## config.mk

```make
export PLATFORM = sky130hd
export DESIGN_NAME = ntt_coeff_loader
export DESIGN_NICKNAME = d
export VERILOG_FILES = /design/src/rtl/ntt_pkg.sv /design/src/rtl/coeff_barrett_reduce.sv /design/src/rtl/ntt_coeff_loader.sv
export SDC_FILE = /design/constraint.sdc
export NUM_CORES = 1
export LEC_CHECK = 0
export CAP_MARGIN = 20
export CORE_UTILIZATION = 30
export CTS_BUF_LIST = sky130_fd_sc_hd__clkbuf_2
export DETAILED_ROUTE_END_ITERATION = 8
export GPL_ROUTABILITY_DRIVEN = 0
export REMOVE_ABC_BUFFERS = 1
export SETUP_SLACK_MARGIN = 0.05
export SLEW_MARGIN = 20
export SYNTH_ARGS = -nofsm -noshare
export SYNTH_HDL_FRONTEND = slang
export SYNTH_SLANG_ARGS = --single-unit
```

## constraint.sdc

```tcl
create_clock -name clk -period 4.3 [get_ports clk]
set_clock_uncertainty 0.1 [all_clocks]
set_input_delay 0.86 -clock clk [delete_from_list [all_inputs] [get_ports clk]]
set_output_delay 0.86 -clock clk [all_outputs]
set_load 0.005 [all_outputs]
```

## src/rtl/ntt_pkg.sv

```systemverilog
// Shared constants and FSM state type for the NTT coefficient loader and its
// Barrett reduction stage.
package ntt_pkg;

  localparam int N             = 256;
  localparam int LOGN          = 8;
  localparam int DW            = 16;
  localparam int Q             = 3329;
  localparam int BARRETT_V     = 20159;
  localparam int BARRETT_SHIFT = 26;

  typedef enum logic [2:0] {
    ST_IDLE,
    ST_LOAD,
    ST_KICK,
    ST_WAIT_HI,
    ST_WAIT_LO
  } ntt_ld_state_t;

endpackage

```

## src/rtl/coeff_barrett_reduce.sv

```systemverilog
// One registered Barrett stage: reduces an unsigned DATA_W-bit word modulo MOD.
// Output data is forced to zero on cycles without a valid beat.
module coeff_barrett_reduce
  import ntt_pkg::*;
#(
  parameter int DATA_W = DW,
  parameter int MOD    = Q,
  parameter int MULT   = BARRETT_V,
  parameter int SHIFT  = BARRETT_SHIFT
) (
  input  logic              clk,
  input  logic              rst,
  input  logic              in_valid,
  input  logic [DATA_W-1:0] in_data,
  output logic              out_valid,
  output logic [DATA_W-1:0] out_data
);

  localparam int PW = DATA_W + $clog2(MULT) + 1;

  logic [PW-1:0]     prod;
  logic [PW-1:0]     quot;
  logic [DATA_W:0]   tq;
  logic [DATA_W:0]   r;
  logic              valid_q, valid_d;
  logic [DATA_W-1:0] data_q, data_d;

  // The remainder fits in DATA_W+1 bits, so truncating t*MOD is safe.
  always_comb begin
    prod = PW'(in_data) * PW'(MULT);
    quot = prod >> SHIFT;
    tq   = (DATA_W+1)'(quot * PW'(MOD));
    r    = {1'b0, in_data} - tq;
    if (r >= (DATA_W+1)'(MOD)) begin
      r = r - (DATA_W+1)'(MOD);
    end
    valid_d = in_valid;
    data_d  = in_valid ? r[DATA_W-1:0] : '0;
  end

  always_ff @(posedge clk or posedge rst) begin
    if (rst) begin
      valid_q <= 1'b0;
      data_q  <= '0;
    end else begin
      valid_q <= valid_d;
      data_q  <= data_d;
    end
  end

  assign out_valid = valid_q;
  assign out_data  = data_q;

endmodule

```

## src/rtl/ntt_coeff_loader.sv

```systemverilog
// Streams a coefficient frame into the NTT BRAM, then kicks and tracks the transform.
// Define NTT_LOADER_BITREV_EN to write coefficients at bit-reversed addresses.
module ntt_coeff_loader #(
  parameter int N  = ntt_pkg::N,
  parameter int DW = ntt_pkg::DW,
  parameter int Q  = ntt_pkg::Q,
  parameter int AW = ntt_pkg::LOGN
) (
  input  logic          clk,
  input  logic          rst,
  input  logic          in_valid,
  output logic          in_ready,
  input  logic [DW-1:0] in_data,
  input  logic          in_last,
  input  logic          in_mode,
  output logic          bram_we,
  output logic [AW-1:0] bram_addr,
  output logic [DW-1:0] bram_din,
  output logic          ntt_start,
  output logic          ntt_mode,
  input  logic          ntt_done,
  output logic          busy,
  output logic          frame_done,
  output logic          err_len
);

  import ntt_pkg::ntt_ld_state_t, ntt_pkg::ST_IDLE, ntt_pkg::ST_LOAD, ntt_pkg::ST_KICK,
         ntt_pkg::ST_WAIT_HI, ntt_pkg::ST_WAIT_LO;

  localparam logic [AW-1:0] LAST_IDX = AW'(N - 1);

  ntt_ld_state_t state_q, state_d;
  logic [AW-1:0] idx_q, idx_d;
  logic [AW-1:0] idx_map;
  logic [AW-1:0] addr_q, addr_d;
  logic [1:0]    kick_q, kick_d;
  logic          mode_q, mode_d;
  logic          err_q, err_d;
  logic          in_ready_q, in_ready_d;
  logic          frame_done_q, frame_done_d;
  logic          accept;

  assign accept = in_valid & in_ready_q;

`ifdef NTT_LOADER_BITREV_EN
  for (genvar gi = 0; gi < AW; gi++) begin : g_bitrev
    assign idx_map[gi] = idx_q[AW-1-gi];
  end
`else
  assign idx_map = idx_q;
`endif

  always_comb begin
    state_d      = state_q;
    idx_d        = idx_q;
    kick_d       = kick_q;
    mode_d       = mode_q;
    err_d        = err_q;
    frame_done_d = 1'b0;
    addr_d       = accept ? idx_map : '0;

    case (state_q)
      ST_IDLE: begin
        if (accept) begin
          mode_d = in_mode;
          err_d  = 1'b0;
          if (in_last) begin
            err_d = 1'b1;
            idx_d = '0;
          end else begin
            idx_d   = idx_q + 1'b1;
            state_d = ST_LOAD;
          end
        end
      end
      ST_LOAD: begin
        if (accept) begin
          if (idx_q == LAST_IDX) begin
            idx_d = '0;
            if (in_last) begin
              kick_d  = '0;
              state_d = ST_KICK;
            end else begin
              err_d   = 1'b1;
              state_d = ST_IDLE;
            end
          end else if (in_last) begin
            err_d   = 1'b1;
            idx_d   = '0;
            state_d = ST_IDLE;
          end else begin
            idx_d = idx_q + 1'b1;
          end
        end
      end
      // Count 0 lets the last write retire; counts 1 and 2 drive the start pulse.
      ST_KICK: begin
        kick_d = kick_q + 1'b1;
        if (kick_q == 2'd2) begin
          kick_d  = '0;
          state_d = ST_WAIT_HI;
        end
      end
      ST_WAIT_HI: begin
        if (ntt_done) state_d = ST_WAIT_LO;
      end
      ST_WAIT_LO: begin
        if (!ntt_done) begin
          state_d      = ST_IDLE;
          frame_done_d = 1'b1;
        end
      end
      default: state_d = ST_IDLE;
    endcase

    in_ready_d = (state_d == ST_IDLE) || (state_d == ST_LOAD);
  end

  always_ff @(posedge clk or posedge rst) begin
    if (rst) begin
      state_q      <= ST_IDLE;
      idx_q        <= '0;
      addr_q       <= '0;
      kick_q       <= '0;
      mode_q       <= 1'b0;
      err_q        <= 1'b0;
      in_ready_q   <= 1'b0;
      frame_done_q <= 1'b0;
    end else begin
      state_q      <= state_d;
      idx_q        <= idx_d;
      addr_q       <= addr_d;
      kick_q       <= kick_d;
      mode_q       <= mode_d;
      err_q        <= err_d;
      in_ready_q   <= in_ready_d;
      frame_done_q <= frame_done_d;
    end
  end

  coeff_barrett_reduce #(
    .DATA_W (DW),
    .MOD    (Q)
  ) u_reduce (
    .clk       (clk),
    .rst       (rst),
    .in_valid  (accept),
    .in_data   (in_data),
    .out_valid (bram_we),
    .out_data  (bram_din)
  );

  assign in_ready   = in_ready_q;
  assign bram_addr  = addr_q;
  assign ntt_start  = (state_q == ST_KICK) && (kick_q != 2'd0);
  assign ntt_mode   = mode_q;
  assign busy       = (state_q != ST_IDLE);
  assign frame_done = frame_done_q;
  assign err_len    = err_q;

endmodule

```

==> results.ini, run 1 <==
[route]
route.detailed.vias_per_inst = 4.59
drtAntennaViolNets = 0
routedWlPerCell_um = 14.4
via_count = 6305
drt_iter0_drc = 190
total_length_of_routed_wires_mm = 19.8
drt_drc_violations_left = 0
number_of_iterations_in_the_first_detailed_routing_pass = 4

[cts]
cts_hold_buffers_added = 0
cts.htree.levels = 2
clk_transition_reported_paths_ns = 0.23
tritoncts_clock_tree = yes
cts.sink_count = 42
cts.path.max_buffers = 2
cts-buffers-inserted = 5
cts-root-buf = sky130_fd_sc_hd__clkbuf_2
clkLatencyLatePin_ns = 0.42

[floorplanning]
cell_row_count = 57
die-width_um = 160
floorplan.initialDensity_pct = 30.7
core-area_mm2 = 0.0244
die-height_um = 160
top_level_ports = 53
die_area_mm2 = 0.0256

[job]
max_cap_viol_count = 0

[finish]
nNetsFinal = 1309
layout-area-overhead-vs-synth_pct = 43.4
n_fill_cell = 2341
utilization_pct = 44.0
ratio_of_cells_with_drive_above_1_in_the_final_layout_pct = 35.2
layout_commonest_cell = sky130_fd_sc_hd__buf_4
final_cell_mix = sky130_fd_sc_hd__buf_4, sky130_fd_sc_hd__inv_1, sky130_fd_sc_hd__ha_1

[setup_path]
slowest_delay_ns = 0.61
cp_data_arrival_time_ns = 9.26
required_ns = 4.56
crit_slowest_cell = sky130_fd_sc_hd__fa_2
worst_setup_path_startpoint = in_data[12]
cp_num_cells = 39
startpoint_type = input port
timing.critical_path.mode_cell = sky130_fd_sc_hd__fa_1
ff2ff_setup_slack_ns = 1.92
timing.critical_path.to_type = flop
setup.worst_path.end = u_reduce.out_data[3]
crit_path_max_fo = 4
critical_path_buf_inv_count = 10
path_delay_family = adder cells
timing.reg2reg.worst_path_depth = 8
r2r_start = idx_map[0]
timing_worst_setup_path_type = input port to flop
regToRegEndpoint = idx_map[5]

[grt]
pin_count_of_the_biggest_net_entering_global_routing = 43
grt_antenna_before_repair = 1
first_global_vias = 6862
grt.overflow.total = 0
grt_use_total_pct = 15.7
grt_first_pass_wirelength_mm = 32.7

[synthesis]
syn-instance-count = 785
synth_enable_flop_cells = 0
synth_top_cells_by_area = sky130_fd_sc_hd__fa_1, sky130_fd_sc_hd__ha_1, sky130_fd_sc_hd__dfrtp_1, sky130_fd_sc_hd__inv_1, sky130_fd_sc_hd__a21oi_1
netlist_area_mm2 = 0.00748
synth_area_per_cell_um2 = 9.53
number_of_storage_elements_in_the_synthesis_netlist = 42
ys_seq_area_share_pct = 14.0
async_flop_share_pct = 100
synthDominantAreaCellType = sky130_fd_sc_hd__fa_1
synth-main-ff-cell = sky130_fd_sc_hd__dfrtp_1
synth_cell_types = 66
synth-warning-count = 0
synthDominantCellAreaShare_pct = 25.4

[run_status]
run_status = complete, but fails checks
violations = negative setup slack

[sta]
tmin_final_ns = 9.00
setup_tns_ns = -73.20
tightestPinTransition_ns = 0.674
rsz_0062_raised_after_global_routing = yes
clock.fmax_mhz = 111
setup-violations-final = 16
remaining_max_slew_budget_at_the_tightest_pin_pct = 54.6
final_hold_viol_count = 0
post-route-period-util_pct = 209
maxSlewViolCount = 0
setup_slack_ns = -4.70

[placed_design]
detailedPlacementHpwl_mm = 16.4
port-buffer-count = 52

[min_path]
min-delay-path-class = flop to flop

## synthesized netlist by cell type (3+ instances only)
| library cell | count |
|---|---|
| sky130_fd_sc_hd__xor2_1 | 12 |
| sky130_fd_sc_hd__nand4_1 | 9 |
| sky130_fd_sc_hd__o41a_1 | 3 |
| sky130_fd_sc_hd__nand3_1 | 19 |
| sky130_fd_sc_hd__or2_2 | 3 |
| sky130_fd_sc_hd__nor2_1 | 38 |
| sky130_fd_sc_hd__fa_1 | 95 |
| sky130_fd_sc_hd__clkbuf_1 | 4 |
| sky130_fd_sc_hd__a211oi_1 | 3 |
| sky130_fd_sc_hd__dfrtp_1 | 42 |
| sky130_fd_sc_hd__a21o_1 | 14 |
| sky130_fd_sc_hd__o21ai_0 | 23 |
| sky130_fd_sc_hd__o31ai_1 | 6 |
| sky130_fd_sc_hd__nor3_1 | 17 |
| sky130_fd_sc_hd__and2_1 | 4 |
| sky130_fd_sc_hd__nand2_1 | 43 |
| sky130_fd_sc_hd__o211ai_1 | 5 |
| sky130_fd_sc_hd__or4_1 | 4 |
| sky130_fd_sc_hd__and3_1 | 14 |
| sky130_fd_sc_hd__ha_1 | 143 |
| sky130_fd_sc_hd__nand2b_1 | 10 |
| sky130_fd_sc_hd__mux2i_1 | 4 |
| sky130_fd_sc_hd__inv_1 | 152 |
| sky130_fd_sc_hd__xnor2_1 | 17 |
| sky130_fd_sc_hd__nor2b_1 | 8 |
| sky130_fd_sc_hd__or3_1 | 8 |
| sky130_fd_sc_hd__a21oi_1 | 35 |
| sky130_fd_sc_hd__and4_1 | 3 |
## routing by layer
layer,up-vias,GRT usage (%),wire [um]
met5,-,0,0
met1,3008,20.3,8930
met3,25,0.831,417
li1,3156,-,-
met2,116,28.7,10100
met4,0,3.77,333
## logic make-up (layout without fill, tap and decap cells)
kind of cell / Yosys count / count (layout) / share of synthesized area [%]
muxes: 6 / 6 / 0.836
DFF: 42 / 42 / 14.0
and+or+nand+nor: 192 / 192 / 13.2
buffers and inverters: 159 / 424 / 8.11
AOI/OAI and AO/OA: 118 / 118 / 10.8
other: 0 / 1 / 0
adders and majority gates: 238 / 238 / 49.3
xor gates and xnor gates: 30 / 30 / 3.69
## cell type report
class                      instances  area (um^2)  area share [%]
multi-input combinational        584         6480            60.4
timing repair buffer             264         2150            20.0
sequential                        42         1050            9.79
inverter                         152          581            5.41
tap                              324          405            3.78
clock inverter                     2         37.5           0.350
clock buffer                       6         30.0           0.280
antenna                            1         2.50          0.0233
## flip-flops by register name (all words and copies together) (netlist names)
| signal | count |
|---|---|
| frame_done | 1 |
| state_q | 3 |
| err_len | 1 |
| bram_addr | 8 |
| u_reduce.out_data | 16 |
| kick_q | 2 |
| in_ready | 1 |
| idx_map | 8 |
| ntt_mode | 1 |
| u_reduce.out_valid | 1 |
## how the worst min path moves through the flow
| stage | from | to | cells past startpoint |
|---|---|---|---|
| 6_report | kick_q[1] | kick_q[1] | 1 |
| 5_1_grt | kick_q[1] | kick_q[1] | 1 |
| 4_1_cts | kick_q[1] | kick_q[1] | 1 |
| 3_5_place_dp | kick_q[1] | kick_q[1] | 1 |
| 3_3_place_gp | ntt_mode | ntt_mode | 1 |
| 2_1_floorplan | idx_map[4] | idx_map[4] | 1 |
## per-stage QoR
step,area (um^2),instances,setup WS [ns],hold slack [ns]
3_5_place_dp,9750,1337,-5.90,0.405
6_report,10700,1375,-4.70,0.428
3_3_place_gp,9750,1337,-5.88,0.392
4_1_cts,10500,1370,-4.60,0.432
2_1_floorplan,7450,778,-5.15,0.367
5_1_grt,10700,1375,-4.98,0.468
## worst register-to-register path: cells and delay by family (launching register included)
family,cells,cell delay (ns)
and+or+nand+nor,5,1.11
adders and majority gates,1,0.25
DFF,1,0.48
AOI/OAI and AO/OA,2,0.38
## repair_timing
item	CTS	global route
setup buffers	25	5
pin swaps	94	63
endpoints found under the setup margin	16	16
gates resized for setup	146	74
endpoints found under the hold margin	0	0
Power of run 1 is left out: the tool's default activity adds up to more than one toggle a clock period on the data nets, which glitch-free logic cannot reach.
==> run 2: changes to the inputs <==
- TNS_END_PERCENT: not set -> 10
==> run 2 against run 1 <==
The run still ends with negative setup slack left; wire length down 1.5%; cell count is essentially flat; maximum frequency increased by 0.29%; flip-flop and latch count did not move; worst hold slack is essentially flat; highest routed layer unchanged.
==> results.ini, run 2 (same netlist as run 1, synthesis figures left out) <==
[setup_path]
startpoint_type = input port  ; unchanged
crit_slowest_cell = sky130_fd_sc_hd__fa_2  ; unchanged
crit_path_max_fo = 6  ; was 4
cp_data_arrival_time_ns = 9.23  ; was 9.26 ns
slowest_delay_ns = 0.57  ; was 0.61 ns
timing.critical_path.to_type = flop  ; unchanged
required_ns = 4.56  ; about the same
timing.critical_path.mode_cell = sky130_fd_sc_hd__fa_1  ; unchanged
timing_worst_setup_path_type = input port to flop  ; unchanged

[route]
total_length_of_routed_wires_mm = 19.5  ; was 19.8 mm
drt_iter0_drc = 174  ; was 190
number_of_iterations_in_the_first_detailed_routing_pass = 4  ; unchanged
routedWlPerCell_um = 14.2  ; was 14.4 um
drtAntennaViolNets = 0  ; unchanged
via_count = 6233  ; was 6305
route.detailed.vias_per_inst = 4.54  ; was 4.59
drt_drc_violations_left = 0  ; unchanged

[grt]
gr-usage-met1_pct = 20.3  ; about the same
met2_layer_usage_reported_by_global_route_pct = 28.8  ; was 28.7%
grt_use_total_pct = 15.7  ; about the same
grt_first_pass_wirelength_mm = 32.5  ; was 32.7 mm
grt.busiest_layer = met2  ; unchanged
grt_antenna_before_repair = 1  ; unchanged
grt_util_met3_pct = 0.649  ; was 0.831%
first_global_vias = 6791  ; was 6862
grt.overflow.total = 0  ; unchanged
pin_count_of_the_biggest_net_entering_global_routing = 43  ; unchanged

[cts]
cts.path.max_buffers = 2  ; unchanged
cts.sink_count = 42  ; unchanged
cts-root-buf = sky130_fd_sc_hd__clkbuf_2  ; unchanged
cts_hold_buffers_added = 0  ; unchanged
clk_transition_reported_paths_ns = 0.22  ; was 0.23 ns
clkLatencyLatePin_ns = 0.43  ; was 0.42 ns
cts-buffers-inserted = 5  ; unchanged
tritoncts_clock_tree = yes  ; unchanged
cts.htree.levels = 2  ; unchanged

[floorplanning]
die_area_mm2 = 0.0256  ; unchanged
die-width_um = 160  ; unchanged
core-area_mm2 = 0.0244  ; unchanged
top_level_ports = 53  ; unchanged
floorplan.initialDensity_pct = 30.7  ; unchanged
die-height_um = 160  ; unchanged
cell_row_count = 57  ; unchanged

[finish]
final-seq-area_mm2 = 0.00105  ; unchanged
utilization_pct = 43.5  ; was 44.0%
ratio_of_cells_with_drive_above_1_in_the_final_layout_pct = 33.6  ; was 35.2%
layout_commonest_cell = sky130_fd_sc_hd__buf_4  ; unchanged
largest_register_ffs = 16  ; unchanged
n_fill_cell = 2365  ; was 2341
layout.cell_area.non_filler_mm2 = 0.0106  ; was 0.0107 mm^2
multi_input_logic_area_mm2 = 0.00638  ; was 0.00648 mm^2
nNetsFinal = 1308  ; was 1309
final_cell_mix = sky130_fd_sc_hd__buf_4, sky130_fd_sc_hd__inv_1, sky130_fd_sc_hd__ha_1  ; unchanged
layout-area-overhead-vs-synth_pct = 41.8  ; was 43.4%

[sta]
post-route-period-util_pct = 209  ; about the same
worst_hold_slack_ns = 0.427  ; was 0.428 ns
final_hold_viol_count = 0  ; unchanged
maxSlewViolCount = 0  ; unchanged
rsz_0062_raised_after_global_routing = yes  ; unchanged
tightestPinTransition_ns = 0.571  ; was 0.674 ns
clock.fmax_mhz = 111  ; about the same
setup_slack_ns = -4.67  ; was -4.70 ns
setup-violations-final = 16  ; unchanged
tmin_final_ns = 8.97  ; was 9.00 ns
remaining_max_slew_budget_at_the_tightest_pin_pct = 61.6  ; was 54.6%

[placed_design]
port-buffer-count = 52  ; unchanged
postPlaceCellArea_mm2 = 0.00975  ; unchanged
detailedPlacementHpwl_mm = 16.4  ; unchanged

[run_status]
run_status = complete, but fails checks  ; unchanged
violations = negative setup slack  ; unchanged

[min_path]
min-delay-path-class = flop to flop  ; unchanged

[job]
max_cap_viol_count = 0  ; unchanged

run 2: changes by cell type in the layout (fill, tap and decap cells not counted), sizes merged:
| cell | previous run | this run |
|---|---|---|
| buf | 218 | 215 |
| clkdlybuf4s15 | 0 | 1 |
| clkdlybuf4s50 | 38 | 39 |
run 2: worst max-delay path: cells and delay by family:
| kind | cells | cell delay, ns |
|---|---|---|
| fa+ha+maj | 10 | 4.22 |
| simple gates | 10 | 1.67 |
| compound gates | 7 | 1.27 |
| buf+inv | 10 | 1.07 |
| xor+xnor | 1 | 0.13 |
run 2: cell type report:
cell class / instances / share of cell area [%]
Inverter: 152 / 5.42
Antenna cell: 1 / 0.0236
Tap cell: 324 / 3.82
Clock buffer: 6 / 0.283
Sequential cell: 42 / 9.90
Timing Repair Buffer: 263 / 20.0
Clock inverter: 2 / 0.354
Multi-Input combinational cell: 584 / 60.2
run 2: repair_timing:
item                       CTS  global route
hold endpoints to repair     0             0
setup endpoints to repair   16            16
setup buffers               21             7
pin swaps                   88            66
resized for setup          111            71
run 2: metrics by stage:
step / std cells / setup TNS [ns] / worst slack [ns]
2_1_floorplan: 778 / -80.73 / -5.15
6_report: 1374 / -73.40 / -4.67
3_3_place_gp: 1337 / -92.49 / -5.88
3_5_place_dp: 1337 / -92.95 / -5.90
5_1_grt: 1374 / -78.94 / -5.03
4_1_cts: 1366 / -73.67 / -4.69
run 2: final timing paths:
path / startpoint / to / slack, ns / cells after the start
setup / recovery: in_data[14] / u_reduce.out_data[3] / -4.67 / 38
max in group asynchronous: rst / u_reduce.out_valid / 3.00 / 3
setup reg to reg: idx_map[0] / idx_map[5] / 1.92 / 8
hold / removal: kick_q[1] / kick_q[1] / 0.43 / 1
min in group asynchronous: rst / u_reduce.out_data[2] / 0.72 / 3
hold reg to reg: kick_q[1] / kick_q[1] / 0.43 / 1
run 2: layer usage:
layer / part of all wire (%) / vias up / wire length (um)
met4: 1.3 / 0 / 261
met3: 1.8 / 20 / 351
met5: 0 / - / 0
met1: 46 / 2969 / 9010
met2: 51 / 86 / 9840
li1: - / 3158 / -
Power of run 2 is left out for the same reason.
